`src/rtl/apb_controller.sv`:
```
// APB-side sequencer of the AHB-to-APB bridge: setup/enable sequencing, AHB stall.
// Define APB_PREADY_EN to honour PREADY wait states; otherwise every enable is one cycle.
module apb_controller #(
  parameter int ADDR_W = 32,
  parameter int DATA_W = 32,
  parameter int NSEL   = 3
) (
  input  logic              HCLK,
  input  logic              HRESETn,
  input  logic              Valid,
  input  logic              HWRITE,
  input  logic [ADDR_W-1:0] HADDR,
  input  logic [DATA_W-1:0] HWDATA,
  input  logic [NSEL-1:0]   temp_SELX,
  input  logic [DATA_W-1:0] PRDATA,
  input  logic              PREADY,
  output logic [NSEL-1:0]   PSEL,
  output logic              PENABLE,
  output logic              PWRITE,
  output logic [ADDR_W-1:0] PADDR,
  output logic [DATA_W-1:0] PWDATA,
  output logic              HREADYout,
  output logic [DATA_W-1:0] HRDATA
);

  typedef enum logic [2:0] {
    ST_IDLE    = 3'd0,
    ST_WWAIT   = 3'd1,
    ST_READ    = 3'd2,
    ST_WRITE   = 3'd3,
    ST_RENABLE = 3'd4,
    ST_WENABLE = 3'd5
  } state_t;

  state_t state_q;
  state_t state_d;

  logic [ADDR_W-1:0] addr_r;
  logic [NSEL-1:0]   sel_r;
  logic [DATA_W-1:0] wdata_r;
  logic              dir_r;

  logic ready;
  logic in_enable;
  logic accept;

`ifdef APB_PREADY_EN
  assign ready = PREADY;
`else
  logic unused_pready;
  assign ready         = 1'b1;
  assign unused_pready = PREADY;
`endif

  assign in_enable = (state_q == ST_RENABLE) ||
                     (state_q == ST_WENABLE);

  // New transfers launch from idle or from a completing enable cycle.
  assign accept = Valid &&
                  ((state_q == ST_IDLE) || (in_enable && ready));

  always_ff @(posedge HCLK) begin
    if (!HRESETn) begin
      state_q <= ST_IDLE;
    end else begin
      state_q <= state_d;
    end
  end

  always_comb begin
    state_d = state_q;
    unique case (state_q)
      ST_IDLE: begin
        if (accept) begin
          state_d = HWRITE ? ST_WWAIT : ST_READ;
        end
      end
      ST_WWAIT: state_d = ST_WRITE;
      ST_READ:  state_d = ST_RENABLE;
      ST_WRITE: state_d = ST_WENABLE;
      ST_RENABLE, ST_WENABLE: begin
        if (accept) begin
          state_d = HWRITE ? ST_WWAIT : ST_READ;
        end else if (ready) begin
          state_d = ST_IDLE;
        end
      end
      default: state_d = ST_IDLE;
    endcase
  end

  always_ff @(posedge HCLK) begin
    if (!HRESETn) begin
      addr_r  <= '0;
      sel_r   <= '0;
      dir_r   <= 1'b0;
      wdata_r <= '0;
    end else begin
      if (accept) begin
        addr_r <= HADDR;
        sel_r  <= temp_SELX;
        dir_r  <= HWRITE;
      end
      // Write data arrives one cycle behind its address phase.
      if (state_q == ST_WWAIT) begin
        wdata_r <= HWDATA;
      end
    end
  end

  always_comb begin
    PSEL      = '0;
    PENABLE   = 1'b0;
    HREADYout = 1'b1;
    unique case (state_q)
      ST_IDLE: begin
        HREADYout = 1'b1;
      end
      ST_WWAIT: begin
        HREADYout = 1'b0;
      end
      ST_READ, ST_WRITE: begin
        PSEL      = sel_r;
        HREADYout = 1'b0;
      end
      ST_RENABLE, ST_WENABLE: begin
        PSEL      = sel_r;
        PENABLE   = 1'b1;
        HREADYout = ready;
      end
      default: begin
        HREADYout = 1'b1;
      end
    endcase
  end

  assign PADDR  = addr_r;
  assign PWRITE = dir_r;
  assign PWDATA = wdata_r;
  assign HRDATA = PRDATA;

endmodule

```
`config.mk`:
```
export PLATFORM = sky130hd
export DESIGN_NAME = apb_controller
export DESIGN_NICKNAME = d
export VERILOG_FILES = /design/src/rtl/apb_controller.sv
export SDC_FILE = /design/constraint.sdc
export NUM_CORES = 1
export LEC_CHECK = 0
export CORE_ASPECT_RATIO = 1.25
export CORE_MARGIN = 5
export CORE_UTILIZATION = 36
export CTS_CLUSTER_SIZE = 14
export DETAILED_ROUTE_END_ITERATION = 7
export GPL_TIMING_DRIVEN = 0
export PLACE_DENSITY = 0.87
export REMOVE_ABC_BUFFERS = 1
export SYNTH_ARGS = -nofsm -noshare
export SYNTH_HDL_FRONTEND = slang
export SYNTH_SLANG_ARGS = --single-unit
```
`constraint.sdc`:
```
create_clock -name HCLK -period 1.7 [get_ports HCLK]
set_clock_uncertainty 0.15 [all_clocks]
set_input_delay 0.51 -clock HCLK [delete_from_list [all_inputs] [get_ports HCLK]]
set_output_delay 0.51 -clock HCLK [all_outputs]
set_load 0.01 [all_outputs]
```
# [Yosys cells after proc, flatten, opt, wreduce, memory -nomap -nowiden]
# Index checks and enable logic that the tools add are counted.
[classes] n_mul=0 n_div=0 n_lt_le_gt_ge=0 eq_ne=6 reduce_logical=7 bitwise_logic=0 n_addsub=0 muxes=7 n_shift=0
[ops] cell="$pmux W3 S5" count=1
[ops] cell="$eq A3 B2 Y1 const B" count=2
[ops] cell="$eq A3 B3 Y1 const B" count=2
[ops] cell="$mux W3" count=2
[ops] cell="$mux W2" count=2
[ops] cell="$reduce_or A4 Y1" count=1
[ops] cell="$eq A3 B1 Y1 const B" count=1
[ops] cell="$logic_not A3 Y1" count=1
[ops] cell="$reduce_or A3 Y1" count=1
[ops] cell="$logic_or A1 B1 Y1" count=2
[ops] cell="$mux W1" count=2
[ops] cell="$ne A2 B2 Y1 const B" count=1
[ops] cell="$reduce_or A2 Y1" count=1
[ops] cell="$logic_and A1 B1 Y1" count=1
[totals] latchBits=0 ram_bits=0 memories=0 romBits=0 register_bits=71 in_bits=104

# [Logic depth before layout (Yosys ltp)]
[logic_depth] ltp_word=6 depth_mapped=6 depth_no_buf=3

# [Least setup slack after synthesis]
# Ideal clock, no wire load.
[synth_path] path_kind="register to register" from="reg state_q[1]" to="reg wdata_r[24], in the netlist PWDATA[24]" path_buffers=3 path_stages_with_launch=7 arrival_time_ns=1.177 setup_time_ns=0.115 t_required_ns=1.435 synth_period_minus_slack_ns=1.442 slack_ns=0.258 cell_sequence="dfxtp_1 buf_6 or3b_1 buf_6 buf_6 nand3_1 o21ai_2"
[synth_via] elab_chain_len=1
[synth_rtl] element="start: declaration" line_no="35" source="state_t state_q;"
[synth_rtl] element="start signal: assignment" line_no="66" source="state_q <= state_d;"
[synth_rtl] element="$eq A3 B1 Y1" line_no="105" source="if (state_q == ST_WWAIT) begin"
[synth_rtl] element="end signal: assignment" line_no="97" source="wdata_r <= '0;"
[synth_rtl] element="end signal: assignment" line_no="106" source="wdata_r <= HWDATA;"
[synth_rtl] element="end: declaration" line_no="40" source="logic [DATA_W-1:0] wdata_r;"
# No other way between the ends.
# A chain may end at the register's enable or synchronous reset.

# [Final worst setup path]
[layout_path] from="reg state_q[1]" to="out PSEL[1]"
[layout_via] elab_chain_len=3 elab_cells_between_ends=6 classes_between="4 x eq/ne; 1 x mux; 1 x reduce/logical"
[layout_rtl] element="$eq A3 B3 Y1 / $eq A3 B2 Y1 (equally long branches)" line_no="115" source="unique case (state_q)"
[layout_rtl] element="$reduce_or A4 Y1 (no line) (*)"
[layout_rtl] element="$mux W3 (*)" line_no="115"
[layout_rtl] element="end: declaration" line_no="17" source="output logic [NSEL-1:0] PSEL,"
# Mark *: on every way between the ends. The rest lies on a longest branch, timed or not.

==> results.json <==
{
  "avgSynthCellArea_um2": 9.05,
  "multi_input_comb_area_um2": 1610,
  "slew_headroom_pct": 66.7,
  "critPathTopFamily": "flip-flops",
  "crit_path_top_delay_cell": "dfxtp_4",
  "remaining_drc_errors": 0,
  "cp-start-kind": "flop",
  "start_util_pct": 36.6,
  "r2r_slack_ps": -20,
  "die_area_um2": 10800,
  "drive_gt1_share_pct": 27.1,
  "finalSetupTns_ps": -589,
  "yosysSeqAreaShare_pct": 44.9,
  "clock_latency_ps": 330,
  "clkTransAtPathRegs_ps": 70,
  "synth_cells": 350,
  "core_um2": 8650,
  "worstPathMaxFanout": 3,
  "clockBufferDepth": 2,
  "worstPathArrival_ps": 1160,
  "setup_viol": 16,
  "end_kind": "primary output",
  "cts_made_buffers": 9,
  "final_area_um2": 4970,
  "die_x_um": 93.9,
  "grt_overflow_total": 0,
  "fillers": 789,
  "hpwlAfterDp_um": 6590,
  "max_stage_delay_ps": 370,
  "num_vias": 2768,
  "drt_iter0_drc": 50,
  "fin_crit_ps": 1820,
  "area_growth_pct": 57.0,
  "antenna_found_initial": 0,
  "hp-class": "reg2reg",
  "synth_cell_types": 22,
  "diodes": 0,
  "total_power_uw": 4010,
  "status": "finished, violations left",
  "die_h_um": 115,
  "placed_area_um2": 4370,
  "crit_chain": "xor2_4, and2_1, buf_2",
  "violations": "negative setup slack",
  "worst-setup-path-type": "reg2out",
  "grt_pass1_wl_um": 13500,
  "regArea_um2": 1430,
  "dr.pass1.iters": 4,
  "drt-vias-per-instance": 4.71,
  "synth_area_um2": 3170,
  "fp-row-count": 38,
  "worstMarginPinSlew_ps": 499,
  "vdd_ir_drop_max_mv": 0.505,
  "ant_nets": 0,
  "fmax_ghz": 0.550,
  "nets": 567,
  "cts_tree": "built",
  "finalHoldViolations": 0,
  "cp.required_ps": 1040,
  "maxCapViolCount": 0,
  "cts_root_buf": "clkbuf_8",
  "wl_per_cell_um": 16.6,
  "rsz0062_at_grt": "true",
  "yosysWarnings": 0,
  "grt_max_degree": 81,
  "final_core_util_pct": 57.5,
  "ios": 206,
  "post-place-ws_ps": -794,
  "crit_buf_inv": 1,
  "cts.sinks": 71,
  "grt_pass1_vias": 2690,
  "io_buffers": 140,
  "min_period_over_period_pct": 107,
  "leakage_uw": 0.00214,
  "power_density_nw_per_um2": 807,
  "track_usage_pct": 16.3,
  "synth-seq-cells": 71,
  "drv_slew": 0,
  "drt-total-wl_um": 9750,
  "gp_congestion": 0.670,
  "setup_slack_ps": -117,
  "h-tree-depth": 3
}
## timing repair
action / CTS / global route
endpoints found under the setup margin: 106 / 43
cloned: 0 / 6
resized for setup: 92 / 91
setup buffers: 9 / 1
hold buffers: 0 / 0
pin swaps: 3 / 37
## metal layers
metal	share of wire (%)	GRT usage, %	vias to the layer above
met5	0.58	4.17	-
met4	0.50	4.91	2
met3	12	11.2	7
met2	50	24.8	145
met1	37	18.0	1261
li1	-	-	1353
## synth_stat cells
cell	count	area [µm²]
nor2b_1	2	12.5
a21oi_1	1	5.00
nand3_2	2	20.0
o21bai_1	1	7.51
and2_1	3	18.8
nor3b_1	3	22.5
clkbuf_1	9	33.8
buf_4	33	248
or3b_1	1	8.76
inv_1	1	3.75
xor2_1	1	8.76
o21ai_2	32	280
o21a_1	1	7.51
nand3_1	30	150
nor2_1	1	3.75
buf_1	4	15.0
mux2i_1	36	360
dfxtp_1	71	1420
nand2_1	105	394
buf_8	3	45.0
buf_6	8	90.1
buf_2	2	10.0
## layout make-up
class,count,share of cell area [%]
Inverter,1,0.0755
Tap cell,120,3.02
Timing Repair Buffer,161,31.8
Clock buffer,9,2.49
Sequential cell,71,28.8
Clock inverter,7,1.46
Multi-Input combinational cell,219,32.3
## where the power goes
group / internal, µW / switching, µW / total (µW) / leakage, µW
Sequential: 1770 / 70.6 / 1840 / 0.000583
Combinational: 460 / 391 / 851 / 0.00146
Clock: 679 / 642 / 1320 / 0.0000956
Total: 2910 / 1100 / 4010 / 0.00214
## metrics by stage
| step | instances | hold slack (ps) |
|---|---|---|
| 2_1_floorplan | 291 | 280 |
| 3_3_place_gp | 551 | 293 |
| 3_5_place_dp | 556 | 299 |
| 4_1_cts | 581 | 310 |
| 5_1_grt | 588 | 332 |
| 6_report | 588 | 305 |
## cell usage in the layout (no fill, tap or decap), types with 8 or more instances in the layout
| master | synthesis | routed |
|---|---|---|
| buf_4 | 33 | 8 |
| clkbuf_2 | 0 | 11 |
| clkbuf_8 | 0 | 9 |
| clkdlybuf4s15_1 | 0 | 8 |
| clkdlybuf4s50_1 | 0 | 69 |
| dfxtp_1 | 71 | 67 |
| dlygate4sd2_1 | 0 | 46 |
| mux2i_1 | 36 | 36 |
| nand2_1 | 105 | 105 |
| nand3_2 | 2 | 16 |
| nand3_4 | 0 | 16 |
| o21ai_2 | 32 | 32 |
## worst reg2reg max path, delay by kind of cell, from the launching register on
kind            cells  cell delay (ps)
buf+inv             3              480
flops               1              370
compound gates      1               50
simple gates        2              570
## registers in the layout, summed over array words and instances, names as in the netlist
name	count
PADDR	32
PWDATA	32
sel_r	3
state_q	3
PWRITE	1
## worst paths after layout
check,from,end,cells past startpoint
max,state_q[1]$_SDFFE_PN0P_,PSEL[1],3
min reg2reg,PADDR[10]$_SDFFE_PN0N_,PADDR[10]$_SDFFE_PN0N_,2
min,PADDR[10]$_SDFFE_PN0N_,PADDR[10]$_SDFFE_PN0N_,2
max reg2reg,state_q[1]$_SDFFE_PN0P_,PWDATA[16]$_SDFFE_PN0P_,6
## kinds of logic (layout without fill, tap and decap cells)
| family | count (synthesis) | in the layout | share of synthesized area [%] |
|---|---|---|---|
| buffers and inverters | 60 | 178 | 14.1 |
| multiplexers | 36 | 36 | 11.4 |
| flip-flops | 71 | 71 | 44.9 |
| AO/OA/AOI/OAI | 35 | 35 | 9.48 |
| XOR/XNOR | 1 | 1 | 0.277 |
| AND/OR/NAND/NOR | 147 | 147 | 19.9 |
(Power assumes the default switching activity.)
